File: src/rtl/disp_timing_ctrl.sv
// Display timing controller: free-running h/v counters, combinational pixel request toward the
// pixel source, one registered stage producing aligned sync/de/rgb, frame-aligned start/stop FSM.
module disp_timing_ctrl #(
  parameter int H_SYNC   = 128,
  parameter int H_BACK   = 88,
  parameter int H_DISP   = 800,
  parameter int H_FRONT  = 40,
  parameter int V_SYNC   = 2,
  parameter int V_BACK   = 33,
  parameter int V_DISP   = 480,
  parameter int V_FRONT  = 10,
  parameter int SYNC_POL = 0
) (
  input  logic        clk_disp,
  input  logic        reset,
  input  logic        en,
  input  logic [23:0] disp_data,
  output logic [11:0] disp_h_addr,
  output logic [11:0] disp_v_addr,
  output logic        disp_data_req,
  output logic        hsync,
  output logic        vsync,
  output logic        de,
  output logic [23:0] rgb,
  output logic        frame_start,
  output logic        busy
);

  localparam int H_TOTAL = H_SYNC + H_BACK + H_DISP + H_FRONT;
  localparam int V_TOTAL = V_SYNC + V_BACK + V_DISP + V_FRONT;

  localparam logic [11:0] H_LAST     = 12'(H_TOTAL - 1);
  localparam logic [11:0] V_LAST     = 12'(V_TOTAL - 1);
  localparam logic [11:0] H_SYNC_END = 12'(H_SYNC);
  localparam logic [11:0] V_SYNC_END = 12'(V_SYNC);
  localparam logic [11:0] H_ACT_BEG  = 12'(H_SYNC + H_BACK);
  localparam logic [11:0] V_ACT_BEG  = 12'(V_SYNC + V_BACK);
  localparam logic [11:0] H_ACT_END  = 12'(H_SYNC + H_BACK + H_DISP);
  localparam logic [11:0] V_ACT_END  = 12'(V_SYNC + V_BACK + V_DISP);
  localparam logic        SYNC_ON    = (SYNC_POL != 0) ? 1'b1 : 1'b0;

  typedef enum logic [1:0] {
    IDLE  = 2'd0,
    RUN   = 2'd1,
    DRAIN = 2'd2
  } state_t;

  state_t      state;
  logic [11:0] h_cnt;
  logic [11:0] v_cnt;
  logic        last_px;
  logic        h_act_p0;
  logic        v_act_p0;
  logic        active_p0;

  logic        hsync_p1;
  logic        vsync_p1;
  logic        vld_p1;
  logic [23:0] rgb_p1;
  logic        frame_start_p1;

  assign last_px = (h_cnt == H_LAST) && (v_cnt == V_LAST);

  // Stopping is only honoured on the last pixel, so a frame is never cut short.
  always_ff @(posedge clk_disp) begin
    if (reset) begin
      state <= IDLE;
    end else begin
      case (state)
        IDLE:    if (en) state <= RUN;
        RUN:     if (!en) state <= last_px ? IDLE : DRAIN;
        DRAIN: begin
          if (last_px)  state <= en ? RUN : IDLE;
          else if (en)  state <= RUN;
        end
        default: state <= IDLE;
      endcase
    end
  end

  always_ff @(posedge clk_disp) begin
    if (reset || state == IDLE) begin
      h_cnt <= '0;
      v_cnt <= '0;
    end else if (h_cnt == H_LAST) begin
      h_cnt <= '0;
      v_cnt <= (v_cnt == V_LAST) ? 12'd0 : v_cnt + 12'd1;
    end else begin
      h_cnt <= h_cnt + 12'd1;
    end
  end

  // Stage 0: combinational request/address toward the pixel source
  always_comb begin
    h_act_p0    = (h_cnt >= H_ACT_BEG) && (h_cnt < H_ACT_END);
    v_act_p0    = (v_cnt >= V_ACT_BEG) && (v_cnt < V_ACT_END);
    active_p0   = h_act_p0 && v_act_p0 && (state != IDLE);
    disp_h_addr = active_p0 ? h_cnt - H_ACT_BEG : 12'd0;
    disp_v_addr = active_p0 ? v_cnt - V_ACT_BEG : 12'd0;
  end

  assign disp_data_req = active_p0;
  assign busy          = (state != IDLE);

  // Stage 1: registered outputs, captured pixel aligned with de
  always_ff @(posedge clk_disp) begin
    if (reset || state == IDLE) begin
      hsync_p1       <= ~SYNC_ON;
      vsync_p1       <= ~SYNC_ON;
      vld_p1         <= 1'b0;
      rgb_p1         <= '0;
      frame_start_p1 <= 1'b0;
    end else begin
      hsync_p1       <= (h_cnt < H_SYNC_END) ? SYNC_ON : ~SYNC_ON;
      vsync_p1       <= (v_cnt < V_SYNC_END) ? SYNC_ON : ~SYNC_ON;
      vld_p1         <= active_p0;
      rgb_p1         <= active_p0 ? disp_data : 24'd0;
      frame_start_p1 <= (h_cnt == 12'd0) && (v_cnt == 12'd0);
    end
  end

  assign hsync       = hsync_p1;
  assign vsync       = vsync_p1;
  assign de          = vld_p1;
  assign rgb         = rgb_p1;
  assign frame_start = frame_start_p1;

endmodule

File: config.mk
export PLATFORM = sky130hd
export DESIGN_NAME = disp_timing_ctrl
export DESIGN_NICKNAME = d
export VERILOG_FILES = /design/src/rtl/disp_timing_ctrl.sv
export SDC_FILE = /design/constraint.sdc
export NUM_CORES = 1
export LEC_CHECK = 0
export ABC_AREA = 1
export CELL_PAD_IN_SITES_DETAIL_PLACEMENT = 0
export CELL_PAD_IN_SITES_GLOBAL_PLACEMENT = 1
export CORE_UTILIZATION = 31
export CTS_BUF_LIST = sky130_fd_sc_hd__clkbuf_8
export DETAILED_ROUTE_END_ITERATION = 10
export PLACE_DENSITY = 0.82
export SYNTH_ARGS = -nofsm -noshare
export SYNTH_HDL_FRONTEND = slang
export SYNTH_SLANG_ARGS = --single-unit
File: constraint.sdc
create_clock -name clk_disp -period 1.5 [get_ports clk_disp]
set_input_delay 0.3 -clock clk_disp [delete_from_list [all_inputs] [get_ports clk_disp]]
set_output_delay 0.3 -clock clk_disp [all_outputs]
set_load 0.02 [all_outputs]
==> impl_metrics.prom <==
# TYPE chip_impl_metric gauge
chip_impl_metric{name="stage_delay_of_the_slowest_cell_on_the_critical_path",unit="ns"} 0.37
chip_impl_info{name="ys.flop_type",value="dfxtp_1"} 1
chip_impl_metric{name="grt_pass1_wl",unit="um"} 14800
chip_impl_info{name="timing.critical_path.cells",value="buf_12 > nor3_1 > nand3_1 > nand2_2 > nand2_4 > buf_12 > nor2_4 > buf_6"} 1
chip_impl_metric{name="filler_cell_count",unit=""} 740
chip_impl_metric{name="final_layout_size_suffix_gt1_frac",unit=""} 0.485
chip_impl_metric{name="required",unit="ns"} 1.20
chip_impl_metric{name="max_freq",unit="MHz"} 480
chip_impl_metric{name="clock_latency",unit="ns"} 0.31
chip_impl_metric{name="setup_viol",unit=""} 49
chip_impl_metric{name="synth_sequential_area_ratio",unit=""} 0.387
chip_impl_metric{name="yosys_warnings",unit=""} 0
chip_impl_metric{name="num_antenna_cells",unit=""} 0
chip_impl_metric{name="fin_ws",unit="ns"} -0.584
chip_impl_info{name="crit_path_frequent_cell",value="buf_12"} 1
chip_impl_info{name="root_buffer",value="clkbuf_8"} 1
chip_impl_metric{name="post_layout_nonfiller_instances",unit=""} 698
chip_impl_metric{name="vias_in_the_first_global_route",unit=""} 3287
chip_impl_metric{name="timing_hold_violations_final",unit=""} 0
chip_impl_metric{name="drc_errors",unit=""} 0
chip_impl_info{name="result_of_the_run",value="finished with violations"} 1
chip_impl_metric{name="max_ir_drop_vdd",unit="V"} 0.000422
chip_impl_metric{name="final_min_period_over_clock_period",unit=""} 1.39
chip_impl_metric{name="average_footprint_of_a_synthesized_cell",unit="um^2"} 6.76
chip_impl_metric{name="place_hpwl",unit="um"} 6330
chip_impl_metric{name="die_footprint",unit="mm^2"} 0.00940
chip_impl_info{name="post-synth-top-count-cell",value="nand2_1"} 1
chip_impl_info{name="endpoint_class_of_the_critical_path",value="output pin"} 1
chip_impl_metric{name="cp_data_arrival_time",unit="ns"} 1.78
chip_impl_metric{name="post_dp_cell_area",unit="mm^2"} 0.00450
chip_impl_metric{name="synth.ff_latch_count",unit=""} 54
chip_impl_info{name="critPathLaunchType",value="flip-flop"} 1
chip_impl_metric{name="detail-route-antenna-nets",unit=""} 0
chip_impl_metric{name="portBuffers",unit=""} 79
chip_impl_metric{name="vias",unit=""} 3160
chip_impl_metric{name="max-clock-path-buffers",unit=""} 2
chip_impl_metric{name="clock_tree.htree_level_count",unit=""} 2
chip_impl_info{name="synthTopCellsByCount",value="91 x nand2_1, 75 x nor2_1, 65 x inv_1"} 1
chip_impl_metric{name="track_usage",unit=""} 0.194
chip_impl_metric{name="min_delay_path_depth",unit=""} 2
chip_impl_metric{name="static-leakage-power",unit="nW"} 2.54
chip_impl_metric{name="final_net_count",unit=""} 621
chip_impl_metric{name="worst-path-max-fanout",unit=""} 8
chip_impl_metric{name="ys_async_sr_fraction",unit=""} 0
chip_impl_info{name="rr_startpoint",value="v_cnt[1]"} 1
chip_impl_info{name="post_synthesis_cell_type_with_the_largest_combined_area",value="dfxtp_1"} 1
chip_impl_info{name="slowest_stage",value="dfxtp_4"} 1
chip_impl_metric{name="core_area",unit="mm^2"} 0.00872
chip_impl_metric{name="drt_pre_antenna_iters",unit=""} 4
chip_impl_metric{name="die_y",unit="um"} 96.9
chip_impl_metric{name="synthesis.area",unit="mm^2"} 0.00279
chip_impl_info{name="worstHoldStart",value="h_cnt[6]"} 1
chip_impl_metric{name="dp.cells",unit=""} 672
chip_impl_metric{name="cts.reportedPaths.clkPinSlew",unit="ns"} 0.10
chip_impl_metric{name="globalRoute.totalOverflow",unit=""} 0
chip_impl_metric{name="chipWidth",unit="um"} 96.9
chip_impl_metric{name="synthesis.nets",unit=""} 445
chip_impl_metric{name="finClkSkew",unit="ns"} 0.0112
chip_impl_info{name="min_delay_worst_endpoint",value="h_cnt[6]"} 1
chip_impl_metric{name="initial_antenna_violation_count",unit=""} 0
chip_impl_metric{name="grt_max_degree",unit=""} 17
chip_impl_metric{name="routedWlPerCell",unit="um"} 12.7
chip_impl_metric{name="detail_route.vias_per_cell",unit=""} 4.53
chip_impl_info{name="tritoncts",value="built"} 1
chip_impl_metric{name="worst-r2r-cell-count",unit=""} 13
chip_impl_metric{name="cts_inserted_buffers",unit=""} 5
chip_impl_metric{name="synth_largest_type_area_fraction",unit=""} 0.387
chip_impl_metric{name="area_growth_syn_to_layout",unit="%"} 89.1
chip_impl_info{name="failed_checks",value="negative setup slack"} 1
chip_impl_metric{name="routabilityCongestion",unit=""} 0.987
chip_impl_metric{name="synth_enable_flop_cells",unit=""} 0
chip_impl_metric{name="power_per_unit_of_standard_cell_area",unit="mW/mm^2"} 506
chip_impl_metric{name="finish.instance_area",unit="mm^2"} 0.00528
chip_impl_metric{name="detail_route.iter0.violations",unit=""} 124
chip_impl_info{name="terminus_of_the_critical_flop_to_flop_path",value="rgb[9]"} 1
chip_impl_metric{name="finalCriticalPeriod",unit="ns"} 2.08
chip_impl_metric{name="yosys.cell_types.count",unit=""} 26
chip_impl_metric{name="std_cell_rows",unit=""} 34
chip_impl_info{name="path_type_of_the_worst_setup_path",value="reg2out"} 1
chip_impl_metric{name="clock_sinks",unit=""} 54
chip_impl_info{name="worstHoldPathType",value="reg2reg"} 1
chip_impl_metric{name="cts_hold_buf",unit=""} 0
chip_impl_metric{name="detailed_route_wire_length",unit="um"} 8830
chip_impl_info{name="synth.area.top_cells",value="dfxtp_1 39%, nand2_1 12%, nor2_1 10%"} 1
chip_impl_metric{name="design_power_total",unit="W"} 0.00268
chip_impl_info{name="unrepaired_setup_endpoints_after_global_routing",value="true"} 1
chip_impl_metric{name="syn_inst",unit=""} 413
chip_impl_metric{name="initial_utilization",unit=""} 0.320
chip_impl_metric{name="io_pins",unit=""} 81
chip_impl_metric{name="regToRegSetupSlack",unit="ns"} -0.31
chip_impl_metric{name="maxCapViolations",unit=""} 0
chip_impl_metric{name="finalMaxSlewViolations",unit=""} 0
==> layer usage <==
layer	vias to the layer above	global-route usage	part of all wire
li1	1593	-	-
met4	0	0.0631	0.021
met5	-	0	0
met2	110	0.356	0.51
met1	1439	0.212	0.39
met3	18	0.0549	0.077
==> critical path: cells and delay by family (launching register included) <==
kind / cells / cell delay, ns
AND/OR/NAND/NOR: 5 / 0.67
flip-flops: 1 / 0.37
buffers and inverters: 3 / 0.42
==> report_power, final <==
part | total [W] | leakage [nW] | switching (W) | internal (W)
clock network | 0.000989 | 0.0599 | 0.000495 | 0.000494
registers | 0.00144 | 0.448 | 0.00000466 | 0.00143
logic | 0.000249 | 2.03 | 0.000119 | 0.000130
==> sequential cells by signal, summed over array words and instances (netlist names) <==
signal and count:
rgb 24, h_cnt 12, v_cnt 12, state 2, de 1, frame_start 1, hsync 1, vsync 1
==> cell usage in the layout, fill, tap and decap left out, drive strengths merged <==
cell,Yosys,layout
a21oi,9,9
buf,9,124
bufinv,0,1
clkbuf,1,6
clkdlybuf4s50,0,26
clkinv,0,1
conb,1,1
dfxtp,54,54
dlygate4sd2,0,28
ha,5,5
inv,71,72
nand2,93,93
nand3,31,31
nand4,6,6
nor2,101,101
nor3,10,10
nor3b,2,2
nor4,1,1
o21a,2,2
o21ai,6,6
xor2,11,11
==> worst max-delay path by stage <==
stage | from | endpoint | slack [ns] | cells after the start
2_1_floorplan | v_cnt[0] | disp_h_addr[10] | -0.18 | 10
3_3_place_gp | h_cnt[3] | disp_v_addr[7] | -0.72 | 9
3_5_place_dp | h_cnt[3] | disp_v_addr[7] | -0.71 | 9
4_1_cts | v_cnt[0] | disp_h_addr[8] | -0.53 | 11
5_1_grt | v_cnt[4] | disp_v_addr[5] | -0.69 | 11
6_report | h_cnt[11] | disp_h_addr[11] | -0.58 | 8
==> final cells by class <==
type                       instances  area (um^2)  share of cell area
clock buffer                       5         68.8              0.0130
multi-input combinational        278         1900               0.360
inverter                          71          277              0.0523
sequential                        54         1120               0.213
timing repair buffer             179         1730               0.328
clock inverter                     3         40.0             0.00758
tap                              108          135              0.0256
==> through the flow <==
step | hold slack (ns) | setup TNS (ns) | setup WS, ns | utilization
2_1_floorplan | 0.372 | -4.02 | -0.183 | -
3_3_place_gp | 0.494 | -18.63 | -0.719 | 0.516
3_5_place_dp | 0.509 | -18.47 | -0.710 | 0.516
4_1_cts | 0.500 | -16.91 | -0.533 | 0.591
5_1_grt | 0.512 | -26.81 | -0.688 | 0.606
6_report | 0.506 | -20.81 | -0.584 | 0.606
==> what timing repair did <==
| action | 4_1_cts | 5_1_grt |
|---|---|---|
| hold endpoints to repair | 0 | 0 |
| cloned | 4 | 0 |
| pin swaps | 22 | 16 |
| gates resized for setup | 288 | 35 |
| setup buffers | 12 | 6 |
| setup endpoints to repair | 102 | 74 |
==> kinds of logic (layout without fill, tap and decap cells) <==
| logic type | after synthesis | after routing | synth area share |
|---|---|---|---|
| compound gates | 17 | 17 | 0.0322 |
| xor+xnor | 11 | 11 | 0.0345 |
| fa+ha+maj | 5 | 5 | 0.0224 |
| buf+inv | 81 | 258 | 0.125 |
| flops | 54 | 54 | 0.387 |
| other cells | 1 | 1 | 0.00134 |
| simple gates | 244 | 244 | 0.397 |
Power figures use the tool's default switching activity.
